File: src/rtl/poly_voice_engine_if.sv
// Sample-tick, config and PCM bundle for poly_voice_engine.
// master = sample-clock/config side, slave = the engine.
interface poly_voice_engine_if #(
    parameter int VOICES      = 4,
    parameter int BITDEPTH    = 14,
    parameter int BITFRACTION = 6
);
    localparam int PW = BITDEPTH + BITFRACTION;
    localparam int VW = (VOICES > 1) ? $clog2(VOICES) : 1;

    logic                sample_clock;
    logic [VOICES-1:0]   gate;
    logic                cfg_we;
    logic [VW-1:0]       cfg_voice;
    logic [1:0]          cfg_sel;
    logic [PW-1:0]       cfg_data;
    logic [BITDEPTH-1:0] pcm;
    logic                pcm_valid;
    logic                busy;
    logic                overrun;

    modport master (
        output sample_clock, gate, cfg_we, cfg_voice, cfg_sel, cfg_data,
        input  pcm, pcm_valid, busy, overrun
    );

    modport slave (
        input  sample_clock, gate, cfg_we, cfg_voice, cfg_sel, cfg_data,
        output pcm, pcm_valid, busy, overrun
    );
endinterface

File: src/rtl/poly_voice_engine.sv
// Time-multiplexed polyphonic voice engine: one voice per clk, saturating mix.
// Define POLY_NOISE_EN to build the LFSR noise waveform (otherwise wave 3 = saw).
module poly_voice_engine #(
    parameter int VOICES      = 4,
    parameter int BITDEPTH    = 14,
    parameter int BITFRACTION = 6
) (
    input logic                clk,
    input logic                rst_n,
    poly_voice_engine_if.slave bus
);
    localparam int B    = BITDEPTH;
    localparam int PW   = BITDEPTH + BITFRACTION;
    localparam int VW   = (VOICES > 1) ? $clog2(VOICES) : 1;
    localparam int ACCW = BITDEPTH + $clog2(VOICES) + 1;

    localparam logic signed [ACCW-1:0] SAT_HI = ACCW'((1 << (B - 1)) - 1);
    localparam logic signed [ACCW-1:0] SAT_LO = -SAT_HI - ACCW'(1);
    localparam logic signed [ACCW-1:0] OFFSET = ACCW'(1 << (B - 1));

    typedef enum logic [1:0] {S_IDLE, S_RUN, S_DONE} state_t;

    state_t                 state;
    logic [VW-1:0]          slot;
    logic [VOICES-1:0]      gate_snap;
    logic signed [ACCW-1:0] acc;

    logic [PW-1:0] inc_r    [VOICES];
    logic [PW-1:0] phase_r  [VOICES];
    logic [1:0]    wave_r   [VOICES];
    logic [7:0]    attack_r [VOICES];
    logic [7:0]    decay_r  [VOICES];
    logic [7:0]    level_r  [VOICES];

`ifdef POLY_NOISE_EN
    logic [15:0] lfsr;
    logic [15:0] noise_snap;
    logic [15:0] lfsr_nxt;
    assign lfsr_nxt = lfsr[0] ? ((lfsr >> 1) ^ 16'hB400) : (lfsr >> 1);
`endif

    logic                   cfg_hit;
    logic [PW-1:0]          phase_nxt;
    logic [8:0]             lvl_sum;
    logic [7:0]             level_nxt;
    logic [B-1:0]           t_top;
    logic [B-1:0]           tri_u;
    logic [B-1:0]           u;
    logic signed [B-1:0]    s_val;
    logic signed [B+8:0]    prod;
    logic signed [ACCW-1:0] acc_nxt;
    logic [B-1:0]           pcm_nxt;

    assign cfg_hit = (32'(bus.cfg_voice) < 32'(VOICES));

    // NOTE: every signal is given a default at the top of the block so no path
    // leaves one unassigned, which would otherwise infer a latch.
    always_comb begin
        phase_nxt = phase_r[slot] + inc_r[slot];
        lvl_sum   = {1'b0, level_r[slot]} + {1'b0, attack_r[slot]};
        level_nxt = 8'd0;
        if (gate_snap[slot])
            level_nxt = lvl_sum[8] ? 8'hFF : lvl_sum[7:0];
        else if (level_r[slot] > decay_r[slot])
            level_nxt = level_r[slot] - decay_r[slot];

        t_top = phase_nxt[PW-1 -: B];
        tri_u = {t_top[B-2:0], 1'b0};
        u     = t_top;
        case (wave_r[slot])
            2'd1:    u = phase_nxt[PW-1] ? '0 : '1;
            2'd2:    u = phase_nxt[PW-1] ? ~tri_u : tri_u;
`ifdef POLY_NOISE_EN
            2'd3:    u = B'(noise_snap >> (16 - B));
`endif
            default: u = t_top;
        endcase

        // Offset-binary to two's complement is a flip of the MSB.
        s_val   = {~u[B-1], u[B-2:0]};
        prod    = (B+9)'(s_val) * (B+9)'($signed({1'b0, level_nxt}));
        acc_nxt = acc + ACCW'(prod >>> 8);

        if (acc_nxt > SAT_HI)      pcm_nxt = '1;
        else if (acc_nxt < SAT_LO) pcm_nxt = '0;
        else                       pcm_nxt = B'(acc_nxt + OFFSET);
    end

    // NOTE: sequential state uses non-blocking assignments only, so every
    // register samples pre-edge values regardless of statement order.
    always_ff @(posedge clk or negedge rst_n) begin
        if (!rst_n) begin
            state         <= S_IDLE;
            slot          <= '0;
            gate_snap     <= '0;
            acc           <= '0;
            bus.pcm       <= B'(1 << (B - 1));
            bus.pcm_valid <= 1'b0;
            bus.busy      <= 1'b0;
            bus.overrun   <= 1'b0;
            // NOTE: the voice register file is deliberately reset: a silent,
            // phase-aligned start after reset is part of the block's contract.
            for (int i = 0; i < VOICES; i++) begin
                inc_r[i]    <= '0;
                phase_r[i]  <= '0;
                wave_r[i]   <= '0;
                attack_r[i] <= '0;
                decay_r[i]  <= '0;
                level_r[i]  <= '0;
            end
`ifdef POLY_NOISE_EN
            lfsr       <= 16'hACE1;
            noise_snap <= 16'hACE1;
`endif
        end else begin
            bus.pcm_valid <= 1'b0;
            bus.overrun   <= 1'b0;

            // Config lands at this edge; a slot running now still saw the old value.
            if (bus.cfg_we && cfg_hit) begin
                case (bus.cfg_sel)
                    2'd0: inc_r[bus.cfg_voice]    <= bus.cfg_data;
                    2'd1: wave_r[bus.cfg_voice]   <= bus.cfg_data[1:0];
                    2'd2: attack_r[bus.cfg_voice] <= bus.cfg_data[7:0];
                    default: decay_r[bus.cfg_voice] <= bus.cfg_data[7:0];
                endcase
            end

            case (state)
                S_IDLE: begin
                    if (bus.sample_clock) begin
                        gate_snap <= bus.gate;
                        acc       <= '0;
                        slot      <= '0;
                        bus.busy  <= 1'b1;
                        state     <= S_RUN;
`ifdef POLY_NOISE_EN
                        noise_snap <= lfsr;
                        lfsr       <= lfsr_nxt;
`endif
                    end
                end
                S_RUN: begin
                    bus.overrun    <= bus.sample_clock;
                    phase_r[slot]  <= phase_nxt;
                    level_r[slot]  <= level_nxt;
                    acc            <= acc_nxt;
                    if (slot == VW'(VOICES - 1)) begin
                        // pcm is registered here so it is visible in the DONE cycle.
                        bus.pcm       <= pcm_nxt;
                        bus.pcm_valid <= 1'b1;
                        state         <= S_DONE;
                    end else begin
                        slot <= slot + VW'(1);
                    end
                end
                default: begin
                    bus.overrun <= bus.sample_clock;
                    bus.busy    <= 1'b0;
                    state       <= S_IDLE;
                end
            endcase
        end
    end
endmodule

File: src/flat_wrapper.sv
// flat-port wrapper written by rule: the top's interface ports become plain ports
module poly_voice_engine_flat 
#(
    parameter int VOICES      = 4,
    parameter int BITDEPTH    = 14,
    parameter int BITFRACTION = 6
)
  (clk, rst_n, bus_sample_clock, bus_gate, bus_cfg_we, bus_cfg_voice, bus_cfg_sel, bus_cfg_data, bus_pcm, bus_pcm_valid, bus_busy, bus_overrun);
  poly_voice_engine_if #(.VOICES(VOICES), .BITDEPTH(BITDEPTH), .BITFRACTION(BITFRACTION)) bus_i ();
  input logic clk;
  input logic rst_n;
  input wire logic [$bits(bus_i.sample_clock)-1:0] bus_sample_clock;
  input wire logic [$bits(bus_i.gate)-1:0] bus_gate;
  input wire logic [$bits(bus_i.cfg_we)-1:0] bus_cfg_we;
  input wire logic [$bits(bus_i.cfg_voice)-1:0] bus_cfg_voice;
  input wire logic [$bits(bus_i.cfg_sel)-1:0] bus_cfg_sel;
  input wire logic [$bits(bus_i.cfg_data)-1:0] bus_cfg_data;
  output wire logic [$bits(bus_i.pcm)-1:0] bus_pcm;
  output wire logic [$bits(bus_i.pcm_valid)-1:0] bus_pcm_valid;
  output wire logic [$bits(bus_i.busy)-1:0] bus_busy;
  output wire logic [$bits(bus_i.overrun)-1:0] bus_overrun;
  assign bus_i.sample_clock = bus_sample_clock;
  assign bus_i.gate = bus_gate;
  assign bus_i.cfg_we = bus_cfg_we;
  assign bus_i.cfg_voice = bus_cfg_voice;
  assign bus_i.cfg_sel = bus_cfg_sel;
  assign bus_i.cfg_data = bus_cfg_data;
  assign bus_pcm = bus_i.pcm;
  assign bus_pcm_valid = bus_i.pcm_valid;
  assign bus_busy = bus_i.busy;
  assign bus_overrun = bus_i.overrun;
  poly_voice_engine #(.VOICES(VOICES), .BITDEPTH(BITDEPTH), .BITFRACTION(BITFRACTION)) u_core (.clk(clk), .rst_n(rst_n), .bus(bus_i));
endmodule
File: config.mk
export PLATFORM = sky130hd
export DESIGN_NAME = poly_voice_engine_flat
export DESIGN_NICKNAME = d
export VERILOG_FILES = /design/src/rtl/poly_voice_engine_if.sv /design/src/rtl/poly_voice_engine.sv /design/src/flat_wrapper.sv
export SDC_FILE = /design/constraint.sdc
export NUM_CORES = 1
export LEC_CHECK = 0
export ABC_CLOCK_PERIOD_IN_PS = 11400
export CORE_UTILIZATION = 29
export DETAILED_ROUTE_END_ITERATION = 8
export PLACE_DENSITY = 0.54
export SETUP_SLACK_MARGIN = 0.4
export SLEW_MARGIN = 10
export SYNTH_ARGS = -nofsm -noshare
export SYNTH_HDL_FRONTEND = slang
export SYNTH_SLANG_ARGS = --single-unit
File: constraint.sdc
create_clock -name clk -period 11.4 [get_ports clk]
set_clock_uncertainty 0.2 [all_clocks]
set_input_delay 2.28 -clock clk [delete_from_list [all_inputs] [get_ports clk]]
set_output_delay 2.28 -clock clk [all_outputs]
set_load 0.01 [all_outputs]
### After elaboration in Yosys (flattened, before gate mapping)

Cells that the tools add are included.

| operators by class | value |
|---|---|
| add/sub/neg operators | 6 |
| multipliers | 1 |
| divide/modulo/power cells | 0 |
| magnitude comparators | 8 |
| equal/unequal tests | 9 |
| shift-type cells | 0 |
| multiplexer cells | 57 |
| bitwise operators | 6 |
| reductions and logical operators | 16 |

Operators by type and width:

| kind | number |
|---|---|
| $bwmux W80 | 2 |
| $mux W20 | 6 |
| $bwmux W32 | 3 |
| $mux W8 | 11 |
| $bmux W20 S2 | 2 |
| $demux W20 S2 | 2 |
| $mux W14 | 4 |
| $bmux W8 S2 | 3 |
| $pmux W17 S2 | 1 |
| $demux W8 S2 | 2 |
| $pmux W14 S2 | 1 |
| $mul A14 B9 Y23 | 1 |
| $add A20 B20 Y20 | 1 |
| $reduce_and A2 Y1 | 9 |
| $add A17 B15 Y17 | 1 |
| $gt A17 B14 Y1 const B | 1 |
| $lt A17 B14 Y1 const B | 1 |
| $mux W17 | 1 |
| $add A14 B14 Y14 const B | 1 |
| $mux W2 | 7 |
| $not A14 Y14 | 1 |
| $add A8 B8 Y9 | 1 |
| $bwmux W8 | 1 |
| $gt A8 B8 Y1 | 1 |
| other kinds (22) | 39 |

| word-level totals | value |
|---|---|
| bits in registers | 306 |
| latch bits | 0 |
| RAM bits | 0 |
| bits in read-only memories | 0 |
| input bits | 32 |
| output and inout bits | 17 |
| word-level logic and storage cells | 135 |
| memories | 0 |

### Logic depth before layout (Yosys ltp)

| logic depth | value |
|---|---|
| depth after elaboration | 14 |
| gate-level depth with buffers | 50 |

### Worst setup path after synthesis

No wires, ideal clock.

| path | value |
|---|---|
| path type | register to register |
| start point | reg u_core.slot[0] |
| end point | reg u_core.bus.pcm[10] |
| library setup time | 121 ps |
| data arrival time | 11243 ps |
| data required time | 11079 ps |
| path slack | -164 ps |
| stages on the path, launching flop included | 44 |
| clock period less this slack | 11564 ps |
| cells stage by stage | dfrtp_1 -> buf_1 -> buf_1 -> mux4_2 -> ha_1 -> and2_1 -> a221oi_2 -> a21oi_1 -> o21ai_1 -> a21oi_1 -> nor2_1 -> clkbuf_1 -> xor2_1 -> a211oi_1 -> a21o_1 -> nor2_1 -> fa_1 -> inv_1 -> [8 not listed] -> or2_2 -> nor2_1 -> o21ai_0 -> a21oi_1 -> xnor2_1 -> ha_1 -> or2_2 -> o221a_2 -> a311oi_4 -> a211oi_1 -> o31ai_2 -> a31oi_1 -> nor3_4 -> a211o_1 -> o41ai_1 -> or4_4 -> buf_6 -> o22a_1 |

| on the way | value |
|---|---|
| word-level cells in the longest chain between the ends | 14 |
| elaborated cells on any way between the ends | 44 |

RTL lines:

| item | line | RTL |
|---|---|---|
| start: declaration | poly_voice_engine.sv:24 | `logic [VW-1:0] slot;` |
| start signal: assignment | poly_voice_engine.sv:154 | `slot <= slot + VW'(1);` |
| $not A2 Y3 (not written as such) | - |  |
| $bmux W20 S2 | poly_voice_engine.sv:59 | `phase_nxt = phase_r[slot] + inc_r[slot];` |
| $mux W20 (not written as such) (2 in a row) | poly_voice_engine.sv:59 |  |
| $add A20 B20 Y20 | poly_voice_engine.sv:59 |  |
| $not A14 Y14 | poly_voice_engine.sv:72 | `2'd2: u = phase_nxt[PW-1] ? ~tri_u : tri_u;` |
| $mux W14 | poly_voice_engine.sv:72 |  |
| $pmux W14 S2 | poly_voice_engine.sv:70 | `case (wave_r[slot])` |
| $not A1 Y1 | poly_voice_engine.sv:80 | `s_val = {~u[B-1], u[B-2:0]};` |
| $mul A14 B9 Y23 | poly_voice_engine.sv:81 | `prod = (B+9)'(s_val) * (B+9)'($signed({1'b0, level_nxt}));` |
| $add A17 B15 Y17 | poly_voice_engine.sv:82 | `acc_nxt = acc + ACCW'(prod >>> 8);` |
| $add A14 B14 Y14 / $lt A17 B14 Y1 (equally long branches) | poly_voice_engine.sv:86, poly_voice_engine.sv:85 |  |
| $mux W14 | poly_voice_engine.sv:85 | `else if (acc_nxt < SAT_LO) pcm_nxt = '0;` |
| $mux W14 | poly_voice_engine.sv:84 | `if (acc_nxt > SAT_HI) pcm_nxt = '1;` |
| end signal: assignment | poly_voice_engine.sv:97 | `bus.pcm <= B'(1 << (B - 1));` |
| end signal: assignment | poly_voice_engine.sv:150 | `bus.pcm <= pcm_nxt;` |
| end: declaration | poly_voice_engine_if.sv:29 | `output pcm, pcm_valid, busy, overrun` |

Several ways; a longest one is shown, not always the timed one. The select of a mux whose other input is x is not followed.
A chain may end at the register's enable or synchronous reset.

### Final worst setup path

Ends and elaborated chain as after synthesis.

==> impl_metrics.env <==
export IMPL_synth_simple_area_share=0.1016
export IMPL_antenna_left=0
export IMPL_synth_seq_area_share=0.3875
export IMPL_ys_flop_type="dfrtp_1"
export IMPL_arrival_ps=11040
export IMPL_rows=95
export IMPL_postSynthCellCount=1823
export IMPL_fillers=6666
export IMPL_worst_path_max_delay_cell="or4_4"
export IMPL_status="complete, no violations"
export IMPL_worstPathRequired_ps=11640
export IMPL_clock_root_buffer="clkbuf_16"
export IMPL_io_buffers=48
export IMPL_path_class="reg -> reg"
export IMPL_holdWs_ps=275.2
export IMPL_antenna_found_initial=1
export IMPL_rsz0062_at_grt="yes"
export IMPL_syn_nets=2049
export IMPL_synthMuxAreaShare=0.1697
export IMPL_r2r_end="u_core.bus.pcm[10]"
export IMPL_dr_total_vias=14030
export IMPL_hpwl_um=35920
export IMPL_fin_tns_setup_ps=0
export IMPL_dieWidth_um=263.1
export IMPL_cts_buffer_depth=3
export IMPL_grt_max_degree=86
export IMPL_r2r_start="u_core.slot[0]"
export IMPL_slowest_delay_ps=600
export IMPL_yosys_warnings=0
export IMPL_report_final_slew_viol_count=0
export IMPL_cts_tree="yes"
export IMPL_h_tree_depth=2
export IMPL_setup_ws_ps=597.6
export IMPL_synth_xor_area_frac=0.03324
export IMPL_synth_fa_ha_area_frac=0.1581
export IMPL_seq_area_um2=7666
export IMPL_cts_inserted_buffers=38
export IMPL_rrSetupSlack_ps=600
export IMPL_dieHeight_um=263.1
export IMPL_critPathCapture="u_core.bus.pcm[10]"
export IMPL_grt_pass1_wl_um=80760
export IMPL_max_slew_margin_rel=0.2199
export IMPL_drv_cap=0
export IMPL_path_clk_slew_ps=60
export IMPL_diodes=0
export IMPL_pre_cts_slack_ps=31.54
export IMPL_drc=0
export IMPL_worst_pin_slew_ps=1170
export IMPL_synthArstFlopShare=1.000
export IMPL_synth_edf_count=0
export IMPL_dieArea_um2=69200
export IMPL_setup_viol=0
export IMPL_synth_top_cell_area_share=0.3862
export IMPL_critical_path_startpoint="u_core.slot[0]"
export IMPL_final_layout_size_suffix_gt1_frac=0.2784
export IMPL_io_pins=49
export IMPL_fmax_mhz=92.57
export IMPL_synth_compound_area_frac=0.1050
export IMPL_worstSetupEndpointType="register"
export IMPL_netlist_top_cells_area="dfrtp_1 39%, fa_1 9.4%, mux2_2 9.4%"
export IMPL_yosys_area_top_type="dfrtp_1"
export IMPL_grt_overflow_total=0
export IMPL_syn_area_um2=19760
export IMPL_ys_seq_elements=306
export IMPL_avgSynthCellArea_um2=10.84
export IMPL_synth_top_family_by_area="multiplexers"
export IMPL_cts_sinks=306
export IMPL_area_growth_pct=21.54
export IMPL_layout_nets=2177
export IMPL_ys_types=68
export IMPL_grt_pass1_vias=14690
export IMPL_drt_initial_drc_count=961
export IMPL_start_kind="register"
export IMPL_place_congestion=0.8725
export IMPL_rr_worst_depth=43
export IMPL_dr_pass1_iters=7
export IMPL_vias_per_cell=4.921
export IMPL_hold_viol_final=0
export IMPL_min_period_over_period=0.9476
export IMPL_wl_um=50510
export IMPL_path_max_fanout=7
export IMPL_hp_class="reg -> reg"
export IMPL_insertion_delay_ps=570
export IMPL_min_period_ps=10800
export IMPL_grt_usage=0.1462
export IMPL_wl_per_cell_um=17.71
export IMPL_core_um2=67280
export IMPL_start_util=0.2938
export IMPL_multiInputGateArea_um2=11880
==> area by class of cell <==
cell class,count,area share
Sequential cell,306,0.3191
Inverter,156,0.02453
Tap cell,873,0.04547
Clock buffer,50,0.04396
Clock inverter,18,0.009116
Multi-Input combinational cell,1284,0.4945
Timing Repair Buffer,165,0.06329
==> flip-flops by register name, indices dropped and copies added (netlist names), 2 cells and up <==
name,count
u_core.phase_r,80
u_core.state,2
u_core.attack_r,32
u_core.inc_r,80
u_core.decay_r,32
u_core.wave_r,8
u_core.gate_snap,4
u_core.slot,2
u_core.bus.pcm,14
u_core.level_r,32
u_core.acc,17
==> routing by layer <==
layer  share of wire  track usage  wire length (um)  vias up
met5         0.00026            0                13        -
met4           0.024      0.04141              1189        2
met3           0.039      0.02170              1993       73
met2            0.49       0.2432             24530      238
met1            0.45       0.1972             22790     7170
li1                -            -                 -     6551
==> timing repair <==
item	in CTS	in global routing
gates resized for setup	33	106
cloned	2	1
setup endpoints to repair	13	15
buffers inserted	19	36
hold buffers	0	0
pin swaps	9	77
==> layout by cell type, fill, tap and decap left out, types with 9 or more instances in the layout <==
cell               n
ha_2               9
a211oi_1           9
clkdlybuf4s50_1   47
xor2_1            32
a21o_1            28
nor3_1            24
a21oi_2           17
nand3_1           13
ha_4              13
nand2b_1          23
o21a_1            12
inv_1            151
clkinv_2           9
o21ai_0          133
a21oi_1           41
mux2_2           165
dfrtp_1          303
o22a_1            11
buf_4            105
xnor2_2           10
nand2_1          193
or3_1             11
xnor2_1           31
nor2b_1           14
nor2_1           110
mux4_2            66
clkbuf_16         39
ha_1              79
fa_1              90
o21bai_1           9
==> cell usage after synthesis, types with 12 or more instances <==
| master | count |
|---|---|
| a21o_1 | 30 |
| nor3_1 | 29 |
| fa_1 | 93 |
| a21oi_1 | 59 |
| nor2_1 | 118 |
| mux4_2 | 66 |
| nand3_1 | 13 |
| o21a_1 | 13 |
| dfrtp_1 | 305 |
| clkbuf_1 | 63 |
| xor2_1 | 34 |
| xnor2_1 | 41 |
| mux2_2 | 165 |
| nand2b_1 | 24 |
| inv_1 | 153 |
| buf_1 | 14 |
| nand2_1 | 197 |
| nor2b_1 | 15 |
| a211oi_1 | 14 |
| ha_1 | 101 |
| or3_1 | 12 |
| o21ai_0 | 141 |
==> how the worst min path moves through the flow <==
stage,from,endpoint,slack (ps),cells after the start
after floorplan,u_core.phase_r[0],u_core.phase_r[0],240,2
after global placement,u_core.level_r[8],u_core.level_r[8],260,2
after detailed placement,u_core.phase_r[23],u_core.phase_r[23],270,2
after CTS,u_core.phase_r[23],u_core.phase_r[23],280,2
after global routing,u_core.phase_r[11],u_core.phase_r[11],300,2
final,u_core.phase_r[23],u_core.phase_r[23],280,2
==> kinds of logic (layout without fill, tap and decap cells) <==
family,Yosys count,count (layout)
DFF,306,306
xor gates and xnor gates,75,75
adders and majority gates,194,194
buffers and inverters,234,389
AOI/OAI and AO/OA,334,334
muxes,232,232
and+or+nand+nor,448,449
==> metrics by stage <==
step                      utilization  cell area, um2  std cells
final                          0.3570           24020       2852
after global routing           0.3570           24020       2852
after CTS                      0.3440           23140       2814
after detailed placement       0.3203           21550       2725
after global placement         0.3203           21550       2725
after floorplan                     -           19780       1823
==> critical path, delay by kind of cell (launching register included) <==
family	cells	cell delay [ps]
muxes	1	480
and+or+nand+nor	11	2470
AOI/OAI and AO/OA	14	3080
xor gates and xnor gates	2	320
DFF	1	530
adders and majority gates	7	2760
buffers and inverters	8	810
Power is not shown: default switching activity piles up to over one toggle a cycle in this logic, so the estimate is an artifact.
